[config.mk]
export PLATFORM = sky130hd
export DESIGN_NAME = matmul_chain_db
export DESIGN_NICKNAME = d
export VERILOG_FILES = /design/src/rtl/matmul_pkg.sv /design/src/rtl/mac_row_lanes.sv /design/src/rtl/matmul_chain_db.sv
export SDC_FILE = /design/constraint.sdc
export NUM_CORES = 2
export LEC_CHECK = 0
export BUFFER_PORTS_ARGS = -buffer_cell sky130_fd_sc_hd__buf_2
export CORE_ASPECT_RATIO = 2
export CORE_UTILIZATION = 23
export CTS_BUF_LIST = sky130_fd_sc_hd__clkbuf_2
export DETAILED_ROUTE_END_ITERATION = 8
export GPL_TIMING_DRIVEN = 0
export MAX_ROUTING_LAYER = met4
export SETUP_SLACK_MARGIN = 0.2
export SYNTH_ARGS = -nofsm -noshare
export SYNTH_HDL_FRONTEND = slang
export SYNTH_SLANG_ARGS = --single-unit
[constraint.sdc]
create_clock -name clk_i -period 9.69 [get_ports clk_i]
set_input_delay 0.969 -clock clk_i [delete_from_list [all_inputs] [get_ports clk_i]]
set_output_delay 0.969 -clock clk_i [all_outputs]
set_load 0.01 [all_outputs]
[src/rtl/matmul_pkg.sv]
// matmul_pkg: shared types and helpers for the chained matrix multiplier
//   bank_t        - row-store bank occupancy (EMPTY/FULL)
//   lane_lsb      - bit offset of lane n in a packed row of w-bit lanes
//   requant       - arithmetic shift then saturate or wrap to a signed dw-bit range
//   requant_ovf   - high when requant changed the shifted value
package matmul_pkg;

    typedef enum logic {EMPTY = 1'b0, FULL = 1'b1} bank_t;

    function automatic int lane_lsb(input int n, input int w);
        return n * w;
    endfunction

    // Works on a 64-bit signed carrier so one function serves any DW; callers
    // keep only the low DW bits of the result.
    function automatic logic [63:0] requant(input logic signed [63:0] x, input int shift,
                                            input int dw, input logic sat);
        logic signed [63:0] s, hi, lo;
        s  = x >>> shift;
        hi = (64'sd1 <<< (dw - 1)) - 64'sd1;
        lo = -hi - 64'sd1;
        if (!sat)
            return (s <<< (64 - dw)) >>> (64 - dw);
        return s > hi ? hi : (s < lo ? lo : s);
    endfunction

    function automatic logic requant_ovf(input logic signed [63:0] x, input int shift,
                                         input int dw, input logic sat);
        return requant(x, shift, dw, sat) != $unsigned(x >>> shift);
    endfunction

endpackage

[src/rtl/mac_row_lanes.sv]
// mac_row_lanes: N parallel signed MACs sharing one scalar operand
//   clk, rstn - clock, asynchronous active-low reset
//   en        - accept one beat: accumulate x*v[n] into every lane
//   last      - with en, the accumulators clear instead of storing the sum
//   x         - signed scalar shared by all lanes
//   v         - packed row, lane n = v[n*IW +: IW] (signed)
//   sum       - acc+product per lane (combinational), lane n = sum[n*AW +: AW]
module mac_row_lanes
    import matmul_pkg::*;
#(
    parameter int N  = 8,
    parameter int IW = 8,
    parameter int AW = 2 * IW + $clog2(N)
) (
    input  logic                 clk,
    input  logic                 rstn,
    input  logic                 en,
    input  logic                 last,
    input  logic signed [IW-1:0] x,
    input  logic [N*IW-1:0]      v,
    output logic [N*AW-1:0]      sum
);

    for (genvar n = 0; n < N; n++) begin : g_lane
        logic signed [AW-1:0]   acc;
        logic signed [2*IW-1:0] p;
        assign p = x * $signed(v[lane_lsb(n, IW) +: IW]);
        assign sum[lane_lsb(n, AW) +: AW] = acc + AW'(p);
        always_ff @(posedge clk or negedge rstn)
            if (!rstn)
                acc <= '0;
            else if (en)
                acc <= last ? '0 : acc + AW'(p);
    end

endmodule

[src/rtl/matmul_chain_db.sv]
// matmul_chain_db: D = C x (A x B) with a double-buffered requantised T row store
//   clk_i, rstn_i       - clock, asynchronous active-low reset
//   en_i                - global enable; low freezes state and drops both readies
//   a_valid_i/a_ready_o - stage-1 beat handshake: scalar a_i plus B row b_i
//   c_valid_i/c_ready_o - stage-2 beat handshake: scalar c_i
//   d_valid_o/d_ready_i - output row handshake: d_o row, d_last_o on last row
//   ovf_o               - sticky flag, set when any T element saturated or wrapped
module matmul_chain_db
    import matmul_pkg::*;
#(
    parameter int N     = 8,
    parameter int DW    = 8,
    parameter int SHIFT = 0,
    parameter int SAT   = 1,
    parameter int AW    = 2 * DW + $clog2(N),
    parameter int OW    = 2 * DW + $clog2(N)
) (
    input  logic            clk_i,
    input  logic            rstn_i,
    input  logic            en_i,
    input  logic            a_valid_i,
    output logic            a_ready_o,
    input  logic [DW-1:0]   a_i,
    input  logic [N*DW-1:0] b_i,
    input  logic            c_valid_i,
    output logic            c_ready_o,
    input  logic [DW-1:0]   c_i,
    output logic            d_valid_o,
    input  logic            d_ready_i,
    output logic [N*OW-1:0] d_o,
    output logic            d_last_o,
    output logic            ovf_o
);

    localparam int CW = $clog2(N);
    localparam logic [CW-1:0] LAST = CW'(N - 1);

    bank_t           bank [2];
    logic            wr, rd;
    logic [CW-1:0]   k1, i1, k2, j2;
    logic [N*DW-1:0] t_mem [2][N];
    logic            a_fire, a_last, fill, c_fire, c_last, rel;
    logic [N*AW-1:0] sum1;
    logic [N*OW-1:0] sum2;
    logic [N*DW-1:0] t_row;
    logic [N-1:0]    t_ovf;

    // Readies are gated by reset so every output reads 0 while rstn_i is low.
    assign a_ready_o = rstn_i & en_i & (bank[wr] != FULL);
    assign c_ready_o = rstn_i & en_i & (bank[rd] == FULL) & !(d_valid_o & !d_ready_i);
    assign a_fire    = a_valid_i & a_ready_o;
    assign a_last    = a_fire & (k1 == LAST);
    assign fill      = a_last & (i1 == LAST);
    assign c_fire    = c_valid_i & c_ready_o;
    assign c_last    = c_fire & (k2 == LAST);
    assign rel       = c_last & (j2 == LAST);

    mac_row_lanes #(.N(N), .IW(DW), .AW(AW)) u_mac1 (
        .clk  (clk_i),
        .rstn (rstn_i),
        .en   (a_fire),
        .last (a_last),
        .x    (a_i),
        .v    (b_i),
        .sum  (sum1)
    );

    mac_row_lanes #(.N(N), .IW(DW), .AW(OW)) u_mac2 (
        .clk  (clk_i),
        .rstn (rstn_i),
        .en   (c_fire),
        .last (c_last),
        .x    (c_i),
        .v    (t_mem[rd][k2]),
        .sum  (sum2)
    );

    for (genvar n = 0; n < N; n++) begin : g_rq
        assign t_row[lane_lsb(n, DW) +: DW] =
            DW'(requant(64'($signed(sum1[lane_lsb(n, AW) +: AW])), SHIFT, DW, SAT != 0));
        assign t_ovf[n] =
            requant_ovf(64'($signed(sum1[lane_lsb(n, AW) +: AW])), SHIFT, DW, SAT != 0);
    end

    always_ff @(posedge clk_i)
        if (a_last)
            t_mem[wr][i1] <= t_row;

    // A fill only targets a non-FULL bank and a release only a FULL one, so
    // both may fire in the same cycle without touching the same bank.
    always_ff @(posedge clk_i or negedge rstn_i) begin
        if (!rstn_i) begin
            bank[0]   <= EMPTY;
            bank[1]   <= EMPTY;
            wr        <= 1'b0;
            rd        <= 1'b0;
            k1        <= '0;
            i1        <= '0;
            k2        <= '0;
            j2        <= '0;
            d_o       <= '0;
            d_valid_o <= 1'b0;
            d_last_o  <= 1'b0;
            ovf_o     <= 1'b0;
        end else begin
            if (a_fire)
                k1 <= a_last ? '0 : k1 + CW'(1);
            if (a_last) begin
                i1    <= (i1 == LAST) ? '0 : i1 + CW'(1);
                ovf_o <= ovf_o | (|t_ovf);
            end
            if (fill) begin
                bank[wr] <= FULL;
                wr       <= ~wr;
            end
            if (c_fire)
                k2 <= c_last ? '0 : k2 + CW'(1);
            if (c_last)
                j2 <= (j2 == LAST) ? '0 : j2 + CW'(1);
            if (rel) begin
                bank[rd] <= EMPTY;
                rd       <= ~rd;
            end
            // The output handshake is honoured even with en_i low.
            if (c_last) begin
                d_o       <= sum2;
                d_valid_o <= 1'b1;
                d_last_o  <= (j2 == LAST);
            end else if (d_ready_i) begin
                d_valid_o <= 1'b0;
                d_last_o  <= 1'b0;
            end
        end
    end

endmodule

* Word level (Yosys, flattened, before mapping) *
Memories as Yosys holds them, arrays and structs flattened.
Cells that the tools add are included.

storage, ports and cells
  memories kept = 1
  flip-flop bits (word level) = 475
  memory bits (writable) = 1024
  input port bits = 86

operators by class
  bitwise operators = 22
  equality and inequality tests = 12
  add/sub/neg operators = 36
  reductions and logical operators = 7
  $lt $le $gt $ge = 23
  multipliers = 16
  multiplexer cells = 58

memories
  memory  depth  width  read ports  clocked after Yosys merged registers in  write ports  RTL line               source
  t_mem   2      512    1           0                                        1            matmul_chain_db.sv:41  logic [N*DW-1:0] t_mem [2][N];

operator list
  cell                                                             count
  two-way mux 64 bit                                               19
  two-way mux 512 bit                                              1
  != test 64 bit                                                   8
  adder 19 x 16 -> 19 bit                                          16
  adder 19 bit                                                     16
  two-way mux 19 bit                                               16
  multiplier 8 x 8 -> 16 bit                                       16
  binary-select mux 64 bit (select 3 bit)                          1
  demux 64 bit (select 3 bit)                                      1
  greater-than comparator 19 x 8 -> 1 bit (second input constant)  8
  less-than comparator 19 x 8 -> 1 bit (second input constant)     8
  adder 3 x 1 -> 3 bit (second input constant)                     4
  equality test 3 bit (second input constant)                      4
  two-way mux 1 bit                                                12
  two-way mux 3 bit                                                4
  bitwise AND 1 bit                                                11
  >= comparator 4 bit (second input constant)                      2
  inverter 3 -> 4 bit                                              2
  OR reduction 8 bit                                               1
  >= comparator 2 bit (second input constant)                      2
  less-than comparator 2 x 1 -> 1 bit (second input constant)      2
  less-than comparator 4 x 1 -> 1 bit (second input constant)      1
  two-way mux 2 bit                                                2
  inverter 1 -> 2 bit                                              2
  9 further kinds                                                  15

* Longest topological paths before layout *
  word-level depth = 12
  mapped depth = 36

* Modules after synthesis *
From an unflattened synthesis, not the netlist that was laid out.

second synthesis, totals
  cell total of the unflattened synthesis = 9549
  area total of the unflattened synthesis = 110589.8 um^2

modules (own cells, without submodules)
  module                   cells an instance  area each (um^2)  seq. area each (um^2)  times used
  matmul_chain_db          2421               46520.9           35028.6                1
  mac_row_lanes at u_mac2  3585               32047.0           3803.6                 1
  mac_row_lanes at u_mac1  3543               32022.0           3803.6                 1

* Worst setup path after synthesis *
No wires, ideal clock.

  kind = input port to flip-flop
  from = in a_i[1]
  to = mem t_mem[0][117] (netlist bit), data pin
  slack = 0.830 ns
  data arrival time = 8.530 ns
  stages = 27
  path buffers = 2
  library setup time = 0.330 ns
  cells stage by stage = clkbuf_1 > clkbuf_1 > nand2_1 > fa_1 > fa_1 > inv_1 > fa_1 > inv_1 > fa_1 > inv_1 > ha_1 > nand2_1 > o21ai_0 > o41ai_1 > o21ba_2 > xnor2_1 > ha_1 > and3_2 > a221o_1 > a21o_1 > nor4_1 > o31ai_1 > a21o_2 > xor2_1 > or4b_2 > ha_1 > o21ai_0

on the way
  word-level cells in the longest chain between the ends = 5
  elaborated cells between the ends (all ways) = 6

RTL lines
  what                                  RTL line               source
  start, declared                       matmul_chain_db.sv:23  input logic [DW-1:0] a_i,
  multiplier 8 x 8 -> 16 bit (*)        mac_row_lanes.sv:27    assign p = x * $signed(v[lane_lsb(n, IW) +: IW]);
  adder 19 x 16 -> 19 bit (*)           mac_row_lanes.sv:28    assign sum[lane_lsb(n, AW) +: AW] = acc + AW'(p);
  less-than comparator 19 x 8 -> 1 bit  matmul_pkg.sv:24       return s > hi ? hi : (s < lo ? lo : s);
  two-way mux 64 bit                    --
  two-way mux 64 bit (*)                --
  via t_row[53]                         matmul_chain_db.sv:45  logic [N*DW-1:0] t_row;
  end, declared                         matmul_chain_db.sv:41

Mark *: on every way through the listed nets, which the timed path passes. The rest lies on a longest branch.

* Final worst setup path *
  from = reg k2[2]
  to = reg d_o[18]

on the way
  word-level cells in the longest chain between the ends = 6
  elaborated cells between the ends (all ways) = 8

RTL lines
  what                                                   RTL line                source
  start, declared                                        matmul_chain_db.sv:40   logic [CW-1:0] k1, i1, k2, j2;
  start signal, assigned                                 matmul_chain_db.sv:117  k2 <= c_last ? '0 : k2 + CW'(1);
  inverter 3 -> 4 bit (implied by the code)              matmul_chain_db.sv:74   .v (t_mem[rd][k2]),
  binary-select mux 64 bit (select 3 bit)                matmul_chain_db.sv:74
  two-way mux 64 bit (implied by the code) (2 in a row)  matmul_chain_db.sv:74
  multiplier 8 x 8 -> 16 bit                             mac_row_lanes.sv:27
  adder 19 x 16 -> 19 bit                                mac_row_lanes.sv:28
  end signal, assigned                                   matmul_chain_db.sv:126  d_o <= sum2;
  end, declared                                          matmul_chain_db.sv:30   output logic [N*OW-1:0] d_o,

Several ways; a longest one is shown, not always the timed one. The select of a mux whose other input is x is not followed.
A chain may end at the register's enable or synchronous reset.

==> metrics.md <==
| Metric | Value |
|---|---|
| Run status | complete, but fails checks |
| Failing checks | max-capacitance violations, max-slew violations |
| Final net count | 11840 |
| CP required | 11.07 ns |
| Worst R2R Path Depth | 25 |
| Initial antenna violation count | 56 |
| Synth async-reset ratio | 0.3169 |
| DR vias | 75280 |
| Latest clock arrival within the worst-skew pair | 1.67 ns |
| CP Capture Type | flop |
| Io pins | 243 |
| Synth Flop Type | edfxtp_1 |
| Post-Syn Nets | 11120 |
| Num Clock Sinks | 1499 |
| Global-route wire length before repair | 514100 um |
| Die extent in x | 489.7 um |
| Final Critical Period | 9.254 ns |
| Endpoint of the worst hold path | u_mac1.g_lane[3].acc[0] |
| Die Ht | 977.4 um |
| Worst-margin pin slew | 1.561 ns |
| Final Hold Viols | 0 |
| Antenna Violating Nets Remaining | 0 |
| Layout area overhead | 13.60% |
| Core ar. | 473000 sq um |
| Routed wire length | 351900 um |
| CTS tree | built |
| Synth unique cells | 94 |
| DP Wirelength | 281800 um |
| CTS H-tree depth | 5 |
| Final setup fails | 0 |
| Largest area contributor in the netlist | edfxtp_1 |
| Part of the cycle the worst path needs | 0.9550 |
| FP Rows | 357 |
| Fin util | 0.2628 |
| Max-capacitance violation count | 1 |
| TritonCTS buffer count | 361 |
| Top cells by area, synth | edfxtp_1 28%, fa_1 16%, dfrtp_1 11%, ha_1 8.9%, mux4_2 6.6% |
| Post-synth EDFFs | 1024 |
| Reg-to-reg slack, setup | 0.44 ns |
| Vias per inst | 4.509 |
| Commonest non-fill, non-tap cell in the layout | inv_1 |
| WHS Path Cells | 5 |
| Most frequent cells in the layout | 1382 x inv_1, 1024 x edfxtp_1, 896 x fa_1 |
| Initial Util | 0.2313 |
| CP Max Fanout | 10 |
| Gpl congestion | 0.9366 |
| Headroom to the max-slew limit | -0.04079 |
| Vias in the first global route | 80200 |
| Yosys warning total | 0 |
| Worst r2r src | k2[2] |
| DRT Pass-1 Iters | 6 |
| Class of the tightest hold or removal check | primary input to flop |
| Iter 0 DRT Violations | 4838 |
| Synth Cell Area | 109400 sq um |
| Slew Viols, Final | 11 |
| Worst setup path class | flop to flop |
| Port buffer count | 227 |
| Gr ovfl total | 0 |
| Post-synth top area share | 0.2810 |
| CP startpoint kind | flop |
| Clock transition at path regs | 0.11 ns |
| Clock Path Buffers | 4 |
| Clock skew | 0.1915 ns |
| Layout cells sized above 1 | 0.1398 |
| Overall global routing resource usage | 0.1502 |
| Crit Reg-Reg Endpoint | d_o[18] |
| Largest net degree at the start of global routing | 114 |
| Worst hold start | b_i[24] |
| Unrepaired setup endpoints after global routing | yes |
| DR DRC count | 0 |
| Sequential fraction of the synthesis area | 0.3897 |
| Cells after Synth | 9360 |
| Clk root buf | clkbuf_2 |
| Die area | 478700 sq um |
| Number of synthesized register bits | 1499 |
| Fmax | 108.1 MHz |
| Drt wl/cell | 21.07 um |
| Syn Area/Cell | 11.69 sq um |
| Critical path arrival | 10.64 ns |
metal layers:
layer,global-route usage,part of all wire,up-vias
met5,-,0,-
met4,0.09383,0.072,0
met3,0.02045,0.048,846
met2,0.2815,0.54,2355
met1,0.1429,0.34,38370
li1,-,-,33710
worst max-delay path: stages, from the launching register on:
cell and delay (ns):
dfrtp_1 0.52, clkbuf_1 0.86, clkbuf_1 0.80, mux4_2 0.62
and2_1 0.27, fa_1 0.45, fa_1 0.49, inv_1 0.06
fa_1 0.50, fa_1 0.50, inv_1 0.04, ha_1 0.31
a21oi_1 0.22, o21bai_1 0.09, a21oi_1 0.21, o21ai_0 0.14
a41o_1 0.29, nor4_1 0.22, nor3_1 0.14, xnor2_1 0.40
ha_1 0.36, a21boi_0 0.14, a41o_1 0.24, o41ai_1 0.47
xnor2_2 0.35, mux2_2 0.35
Yosys cell counts (37+ instances only):
cell and count:
ha_1 776, dfrtp_1 475, mux4_2 320, a21oi_1 299
o21ai_0 333, nand3_1 74, inv_1 1382, o21bai_1 84
a211oi_1 41, xor2_1 118, a22o_1 163, o21a_1 45
and2_1 623, nand2b_1 102, nand2_1 879, nor2_1 223
fa_1 896, nor2b_1 92, nor3_1 106, clkbuf_1 248
o31ai_1 39, xnor2_1 381, or3_1 37, buf_1 50
edfxtp_1 1024, mux2_2 47, a21o_1 106
timing repair:
item | CTS | global route
setup endpoints to repair | 72 | 82
endpoints found under the hold margin | 268 | 0
hold buffers | 9 | 0
resized for setup | 58 | 131
setup buffers | 0 | 0
pin swaps | 0 | 1
cell families (layout without fill, tap and decap cells):
kind of cell	after synthesis	after routing	synth area share
adders and majority gates	1672	1672	0.2527
muxes	374	374	0.07134
xor gates and xnor gates	512	512	0.04275
buffers and inverters	1684	2679	0.05817
other	0	60	0
AOI/OAI and AO/OA	1316	1316	0.07952
DFF	1499	1499	0.3897
and+or+nand+nor	2303	2303	0.1059
sequential cells by signal, indices dropped and copies added, names as in the netlist:
register,flops
bank,2
d_last_o,1
d_o,152
d_valid_o,1
i1,3
j2,3
k1,3
k2,3
ovf_o,1
rd,1
t_mem,1024
u_mac1.g_lane.acc,152
u_mac2.g_lane.acc,152
wr,1
cell type report:
cell class	instances	area [sq um]
clock buffer	520	2603
sequential	1499	42640
inverter	1382	5187
tap	6282	7860
fill	49640	348700
multi-input combinational	6177	60640
clock inverter	112	694.4
antenna	60	150.1
timing repair buffer	363	3193
buffer	302	1338
worst max path at each step:
| stage | depth (start not counted) | endpoint | slack, ns | startpoint |
|---|---|---|---|---|
| 6_report | 25 | d_o[18] | 0.44 | k2[2] |
| 5_1_grt | 31 | u_mac2.g_lane[4].acc[17] | 0.20 | rd |
| 4_1_cts | 27 | d_o[18] | 0.13 | k2[0] |
| 3_5_place_dp | 30 | ovf_o | -1.80 | a_i[2] |
| 3_3_place_gp | 8 | t_mem[0][487] | -17.37 | rstn_i |
| 2_1_floorplan | 27 | t_mem[0][117] | 0.83 | a_i[1] |
stage by stage:
step	setup slack, ns	hold WS, ns	std cells	area, sq um	setup TNS (ns)
2_1_floorplan	0.8295	0.4516	9360	109400	0
3_3_place_gp	-17.37	0.4552	15870	118400	-
3_5_place_dp	-1.797	0.4577	16000	120600	-720.34
4_1_cts	0.1340	0.01862	16640	124100	0
5_1_grt	0.1985	0.1292	16690	124300	0
6_report	0.4361	0.1860	16700	124300	0
Power is left out: the tool's default activity adds up to more than one toggle a clock period on the data nets, which glitch-free logic cannot reach.
